`src/rtl/imem_fetch.sv`:
```
`default_nettype none
// ============================================================================
// imem_fetch : registered instruction memory for the IF stage, with stall/flush,
//              fault detection, program-load port and optional post-reset clear.
// Revision   : 1.0
// ============================================================================
module imem_fetch #(
  parameter int unsigned       DATA_W         = 32,
  parameter int unsigned       ADDR_W         = 32,
  parameter int unsigned       DEPTH          = 64,
  parameter logic [DATA_W-1:0] NOP            = '0,
  parameter bit                CLEAR_ON_RESET = 1'b1
) (
  input  logic              clk,
  input  logic              reset,
  input  logic [ADDR_W-1:0] pc,
  input  logic              fetch_en,
  input  logic              stall,
  input  logic              flush,
  input  logic              prog_we,
  input  logic [ADDR_W-1:0] prog_addr,
  input  logic [DATA_W-1:0] prog_data,
  output logic [DATA_W-1:0] instruction,
  output logic              inst_valid,
  output logic              fault,
  output logic              prog_err,
  output logic              ready
);

  localparam int unsigned IDX_W = $clog2(DEPTH);

  typedef logic [ADDR_W-3:0] widx_t;
  typedef logic [IDX_W-1:0]  idx_t;

  localparam widx_t c_depth_w  = widx_t'(DEPTH);
  localparam idx_t  c_last_idx = idx_t'(DEPTH - 1);

  typedef enum logic {
    S_CLEAR = 1'b0,
    S_RUN   = 1'b1
  } state_t;

  state_t            r_state;
  idx_t              r_clear_ptr;
  logic [DATA_W-1:0] r_mem [DEPTH];
  logic [DATA_W-1:0] r_instr;
  logic              r_valid;
  logic              r_fault;
  logic              r_prog_err;

  // Range checks use the full word index so high address bits never alias.
  widx_t w_pc_widx;
  widx_t w_prog_widx;
  idx_t  w_pc_idx;
  idx_t  w_prog_idx;
  logic  w_pc_ok;
  logic  w_prog_ok;

  assign w_pc_widx   = pc[ADDR_W-1:2];
  assign w_prog_widx = prog_addr[ADDR_W-1:2];
  assign w_pc_idx    = w_pc_widx[IDX_W-1:0];
  assign w_prog_idx  = w_prog_widx[IDX_W-1:0];
  assign w_pc_ok     = (pc[1:0] == 2'b00) && (w_pc_widx < c_depth_w);
  assign w_prog_ok   = (prog_addr[1:0] == 2'b00) && (w_prog_widx < c_depth_w);

  always_ff @(posedge clk or negedge reset) begin
    if (!reset) begin
      r_state     <= CLEAR_ON_RESET ? S_CLEAR : S_RUN;
      r_clear_ptr <= '0;
      r_instr     <= NOP;
      r_valid     <= 1'b0;
      r_fault     <= 1'b0;
      r_prog_err  <= 1'b0;
    end else begin
      r_prog_err <= 1'b0;
      case (r_state)
        S_CLEAR: begin
          r_clear_ptr <= r_clear_ptr + idx_t'(1);
          if (r_clear_ptr == c_last_idx) begin
            r_clear_ptr <= '0;
            r_state     <= S_RUN;
          end
        end
        S_RUN: begin
          r_prog_err <= prog_we && !w_prog_ok;
          if (flush) begin
            r_instr <= NOP;
            r_valid <= 1'b0;
            r_fault <= 1'b0;
          end else if (stall) begin
            r_instr <= r_instr;
          end else if (fetch_en && w_pc_ok) begin
            r_instr <= r_mem[w_pc_idx];
            r_valid <= 1'b1;
            r_fault <= 1'b0;
          end else if (fetch_en) begin
            r_instr <= NOP;
            r_valid <= 1'b0;
            r_fault <= 1'b1;
          end else begin
            r_valid <= 1'b0;
            r_fault <= 1'b0;
          end
        end
        default: r_state <= S_RUN;
      endcase
    end
  end

  // Same-edge write and fetch of one word: the fetch register takes the old data.
  always_ff @(posedge clk) begin
    if (r_state == S_CLEAR) begin
      r_mem[r_clear_ptr] <= NOP;
    end else if (prog_we && w_prog_ok) begin
      r_mem[w_prog_idx] <= prog_data;
    end
  end

  assign instruction = r_instr;
  assign inst_valid  = r_valid;
  assign fault       = r_fault;
  assign prog_err    = r_prog_err;
  assign ready       = (r_state == S_RUN);

endmodule
`default_nettype wire

```
`config.mk`:
```
export PLATFORM = sky130hd
export DESIGN_NAME = imem_fetch
export DESIGN_NICKNAME = d
export VERILOG_FILES = /design/src/rtl/imem_fetch.sv
export SDC_FILE = /design/constraint.sdc
export NUM_CORES = 2
export LEC_CHECK = 0
export ABC_AREA = 1
export CAP_MARGIN = 20
export CORE_ASPECT_RATIO = 1.4
export CORE_MARGIN = 1
export CORE_UTILIZATION = 55
export CTS_CLUSTER_SIZE = 12
export DETAILED_ROUTE_END_ITERATION = 12
export DONT_BUFFER_PORTS = 1
export PLACE_DENSITY_LB_ADDON = 0.2
export SLEW_MARGIN = 0
export SYNTH_ARGS = -nofsm -noshare
export SYNTH_HDL_FRONTEND = slang
export SYNTH_SLANG_ARGS = --single-unit
```
`constraint.sdc`:
```
create_clock -name clk -period 3.5 [get_ports clk]
set_input_delay 0.175 -clock clk [delete_from_list [all_inputs] [get_ports clk]]
set_output_delay 0.175 -clock clk [all_outputs]
set_load 0.05 [all_outputs]
```
======== Yosys cells after proc, flatten, opt, wreduce, memory -nomap -nowiden ========
Memories as Yosys holds them, arrays and structs flattened.
Cells that the tools add are included.
word-level totals
  register bits ........................... 42
  bits in latches ......................... 0
  RAM bits ................................ 2048
  memory bits (read-only) ................. 0
  output and inout bits ................... 36
  word-level logic and storage cells ...... 46
  memories kept ........................... 1
cells by class
  $add $sub $neg .......................... 1
  $mul .................................... 0
  divide/modulo/power cells ............... 0
  magnitude comparators ................... 2
  eq/ne operators ......................... 2
  shifts and indexed selects .............. 0
  muxes and demuxes ....................... 22
  bitwise gates (word level) .............. 0
  reduce and logical (&&, ||, !) cells .... 12
memory list
  memory  words  width  read ports  clocked after memory_dff  write ports  line  RTL
  r_mem   64     32     1           0                         1            45    logic [DATA_W-1:0] r_mem [DEPTH];
operators by type and width
  cell                                                                            number
  32-bit two-way mux                                                              5
  30-bit by 7-bit less-than comparator with 1-bit output (second input constant)  2
  32-bit OR reduction                                                             1
  1-bit two-way mux                                                               15
  6-bit two-way mux                                                               2
  6-bit by 1-bit adder with 6-bit output (second input constant)                  1
  6-bit equality test (second input constant)                                     1
  1-bit logical AND                                                               5
  2-bit zero test                                                                 2
  3-bit AND reduction                                                             1
  3-bit nonzero test                                                              1
  2-bit by 1-bit inequality test with 1-bit output (second input constant)        1
  2-bit AND reduction                                                             1
  1-bit zero test                                                                 1

======== Depth between registers and ports, before layout ========
  depth after elaboration ................. 8
  depth in mapped cells ................... 13

======== Worst setup path before layout ========
OpenSTA, ideal clock, no wires.
  path kind ............................... reg2reg
  from .................................... register r_state (netlist: ready)
  to ...................................... memory r_mem[32][0], enable pin
  setup time .............................. 421 ps
  arrival ................................. 3102 ps
  slack ................................... -23 ps
  cell stages (with the launch flop) ...... 10
  clock period less this slack ............ 3523 ps
  path through ............................ dfrtp_1 buf_4 nand2_1 inv_2 nand4_4 nand2_1 nand2_4 inv_4 nand3_2 nor2_1
on the way
  longest elaborated chain between the ends .. 4
  elaborated cells on any way between the ends .. 6
ends and longest elaborated chain
  what                                                                     line  RTL
  start: declaration                                                       43    state_t r_state;
  start signal: assignment                                                 68    r_state <= CLEAR_ON_RESET ? S_CLEAR : S_RUN;
  1-bit two-way mux                                                        112   if (r_state == S_CLEAR) begin
  1-bit two-way mux (implied by the code)                                  115   r_mem[w_prog_idx] <= prog_data;
  32-bit OR reduction (no source line)                                     --
  6-bit two-way mux (no source line) or 1-bit two-way mux (tied branches)  --
  end: declaration                                                         45
Parallel ways exist; a longest one is shown, timed or not.

======== Worst setup path in the final report ========
  from .................................... register r_state (netlist: ready)
  to ...................................... register r_instr[12] (netlist: instruction[12])
on the way
  longest elaborated chain between the ends .. 1
ends and longest elaborated chain
  what                                  line  RTL
  3-bit AND reduction (no source line)  --
  end signal: assignment                91    r_instr <= r_instr;
  end signal: assignment                93    r_instr <= r_mem[w_pc_idx];
  end: declaration                      46    logic [DATA_W-1:0] r_instr;
No other way between the ends.
A chain may end at the register's enable or synchronous reset.

==> flow_summary_export.csv <==
group,metric,value,unit
status,status,"completed",
grt,gr-usage-met1,40.30,%
sta,setup_violations,0,
logic_synthesis,syn_inst,7242,
logic_synthesis,synth_ff_type,"edfxtp_1",
critical_path,critical_path.cell_chain,"buf_4 > inv_1 > a21oi_2 > nand3_1 > nor2_4 > dlygate4sd3_1 > nand3_1 > nand2_1",
logic_synthesis,ys_ff_latch,2090,
pwr,ir_drop,577.1,uV
grt,grt_pass1_wl,357500,um
sta,tns,0,ps
critical_path,path_class,"reg -> reg",
grt,global_route.usage.met3,6.618,%
detailed_routing,drt-total-wl,252000,um
logic_synthesis,yosys-mux-area-fraction,0,%
clock_tree,cts-root-buf,"clkbuf_16",
clock_tree,cts.repair.resized,0,
sta,drv_slew,0,
pwr,clkPwrFrac,39.6,%
die,dieHeight,468,um
grt,grt_util_all_layers,31.49,%
die,rows,170,
grt,overflow,0,
critical_path,crit_fanout,14,
clock_tree,cts-buffers-inserted,196,
pwr,p_per_area,513.3,nW/um^2
critical_path,crit_slowest_cell,"dlygate4sd3_1",
die,core-area,153600,um^2
detailed_routing,drc,0,
sta,whs,33.37,ps
layout,multi_input_area,20270,um^2
grt,busiest_layer,"met2",
pwr,pwr-share-comb,5.2,%
grt,first_global_vias,53920,
clock_tree,post-cts-setup-buffer-count,0,
grt,grt_max_degree,1144,
placement,gp_congestion,0.9487,
critical_path,startpoint_type,"flop",
logic_synthesis,avgSynthCellArea,11.78,um^2
pwr,power,49.02,mW
logic_synthesis,synthXorXnorAreaFrac,0.03080,%
die,boundaryPins,138,
layout,layout_commonest_cell,"nand2_1",
job,maxCapViolCount,0,
logic_synthesis,synth_area_leaders,"edfxtp_1, nand3_1, nand2_1",
sta,skew,37.58,ps
layout,drive_gt1_share,9.028,%
layout,final_cells,9401,
layout,fillers,11700,
layout,final_area,95510,um^2
layout,seq_area,62550,um^2
sta,slew-limit-headroom,9.913,%
critical_path,arrival,4250,ps
logic_synthesis,ys.warnings.count,0,
clock_tree,clk_pin_slew,60,ps
placement,placed_cell_area,88970,um^2
min_path,hp-class,"in -> reg",
critical_path,critPathMaxStageDelay,1180,ps
layout,area_delta_synth_final,11.95,%
critical_path,cp_data_required_time,4270,ps
detailed_routing,ant_nets,0,
detailed_routing,routed-via-count,57030,
critical_path,endpoint_kind,"flop",
sta,finalHoldViolCount,0,
die,die-area,156700,um^2
logic_synthesis,syn_area,85310,um^2
logic_synthesis,yosysTopAreaCellShare,72.09,%
layout,layout.nets,7358,
logic_synthesis,yosys.area.top_type,"edfxtp_1",
placement,portBuffers,0,
clock_tree,cts_tree,"done",
clock_tree,insertion_delay,840,ps
logic_synthesis,async_reset_ff_share,2.010,%
logic_synthesis,yosysUniqueCellTypes,36,
detailed_routing,viasPerCell,6.066,
logic_synthesis,synth_edf_count,2048,
detailed_routing,dr.pass1.iters,6,
grt,grt_antenna_before_repair,8,
pwr,switching_share,21.60,%
placement,dp_cells,9045,
detailed_routing,dr.first_iter.drc_count,7366,
layout,mostFrequentLayoutCells,"nand2_1, edfxtp_1, nand3_1",
logic_synthesis,synth_top_family_by_area,"simple AND/OR/NAND/NOR gates",
die,dieWidth,334.9,um
critical_path,path_delay_family,"buffers and inverters",
pwr,seqPwrFrac,55.2,%
pwr,p_leak,33.54,nW
sta,max_clock_freq,287.7,MHz
logic_synthesis,yosys.area_share.simple,22.57,%
sta,worst_slew_pin_slew,1351,ps
logic_synthesis,ys_seq_area_share,73.32,%
logic_synthesis,syn-num-nets,7345,
clock_tree,cts.sinks,2090,
clock_tree,ctsHtreeMaxLevel,4,
clock_tree,clock_path_buffers,3,
critical_path,cp_num_buf_inv,3,
detailed_routing,routedWlPerCell,26.80,um
pwr,p_sw,10.59,mW
critical_path,crit_top_cell,"nand3_1",
die,start_util,55.55,%
sta,fin_crit,3475,ps
pwr,p_int,38.44,mW
logic_synthesis,synth_compound_area_share,0.2699,%
grt,grt_use_met2,49.51,%
logic_synthesis,synth_fa_ha_area_share,0.01467,%
placement,dpl.hpwl,137500,um
sta,post-route-period-util,99.29,%
==> logic make-up (layout without fill, tap and decap cells) <==
kind of cell	after synthesis	in the layout
xor gates and xnor gates	3	3
buffers and inverters	740	831
adders and majority gates	1	1
and+or+nand+nor	4376	4376
AOI/OAI and AO/OA	32	32
DFF	2090	2090
other	0	4
==> worst register-to-register path: stages, from the launching register on <==
cell	delay [ps]
dfrtp_1	350
buf_4	290
inv_1	240
a21oi_2	250
nand3_1	190
nor2_4	440
dlygate4sd3_1	1180
nand3_1	340
nand2_1	130
==> timing repair <==
action | CTS | global route
endpoints found under the setup margin | 0 | 19
hold endpoints to repair | 1960 | 0
hold buffers | 65 | 0
==> per-layer routing <==
metal  vias up  wire (um)
met3       581      25200
met2      3190     118500
met4         0      16760
met5         -          0
li1      25290          -
met1     27960      91460
==> sequential cells by signal (all words and copies together), names as in the netlist <==
signal       count
fault            1
instruction     32
r_mem         2048
r_clear_ptr      6
ready            1
inst_valid       1
prog_err         1
==> Yosys cell counts (2+ instances only) <==
| cell type | count |
|---|---|
| a21oi_1 | 3 |
| buf_1 | 37 |
| buf_2 | 260 |
| buf_4 | 30 |
| buf_6 | 2 |
| clkbuf_1 | 126 |
| dfrtp_1 | 42 |
| edfxtp_1 | 2048 |
| inv_1 | 274 |
| inv_2 | 8 |
| inv_4 | 2 |
| nand2_1 | 2202 |
| nand2_4 | 4 |
| nand3_1 | 1921 |
| nand3_2 | 2 |
| nand3_4 | 2 |
| nand4_1 | 4 |
| nand4_2 | 2 |
| nand4_4 | 3 |
| nor2_1 | 130 |
| nor2_2 | 3 |
| nor2_4 | 2 |
| nor4_1 | 2 |
| o211ai_1 | 21 |
| o21ai_2 | 3 |
| o22ai_1 | 2 |
| or2_2 | 97 |
| xor2_1 | 2 |
==> power groups by stage <==
| stage | logic, mW | clock network [mW] | registers (mW) |
|---|---|---|---|
| 6_report | 2.56 | 19.4 | 27.1 |
| 5_1_grt | 2.75 | 20.4 | 27.0 |
| 4_1_cts | 2.27 | 19.5 | 27.1 |
| 3_5_place_dp | 2.15 | 0 | 27.6 |
| 3_3_place_gp | 2.12 | 0 | 27.6 |
| 2_1_floorplan | 1.66 | 0 | 27.6 |
==> stage by stage <==
| step | setup slack (ps) | utilization (%) |
|---|---|---|
| 3_3_place_gp | 722.8 | 57.93 |
| 6_report | 24.69 | 62.19 |
| 3_5_place_dp | 691.0 | 57.93 |
| 5_1_grt | -0.5986 | 62.19 |
| 2_1_floorplan | -22.77 | - |
| 4_1_cts | 169.1 | 62.00 |
==> worst paths after layout <==
| path | cells after the start | slack, ps | to | start |
|---|---|---|---|---|
| max in group asynchronous | 4 | 2750 | instruction[15] | reset |
| worst max-delay path | 8 | 20 | instruction[12] | ready |
| worst min register to register | 1 | 540 | r_clear_ptr[0] | r_clear_ptr[0] |
| worst min-delay path | 2 | 30 | r_mem[44][27] | prog_we |
| worst max register to register | 8 | 20 | instruction[12] | ready |
| min in group asynchronous | 4 | 480 | r_clear_ptr[0] | reset |
==> area by class of cell <==
cell class | instances | area share, %
Clock inverter | 15 | 0.2031
Multi-Input combinational cell | 4412 | 21.22
Clock buffer | 261 | 5.589
Timing Repair Buffer | 270 | 3.618
Sequential cell | 2090 | 65.49
Antenna cell | 4 | 0.01048
Tap cell | 2064 | 2.704
Inverter | 285 | 1.162
(Power assumes the default switching activity.)
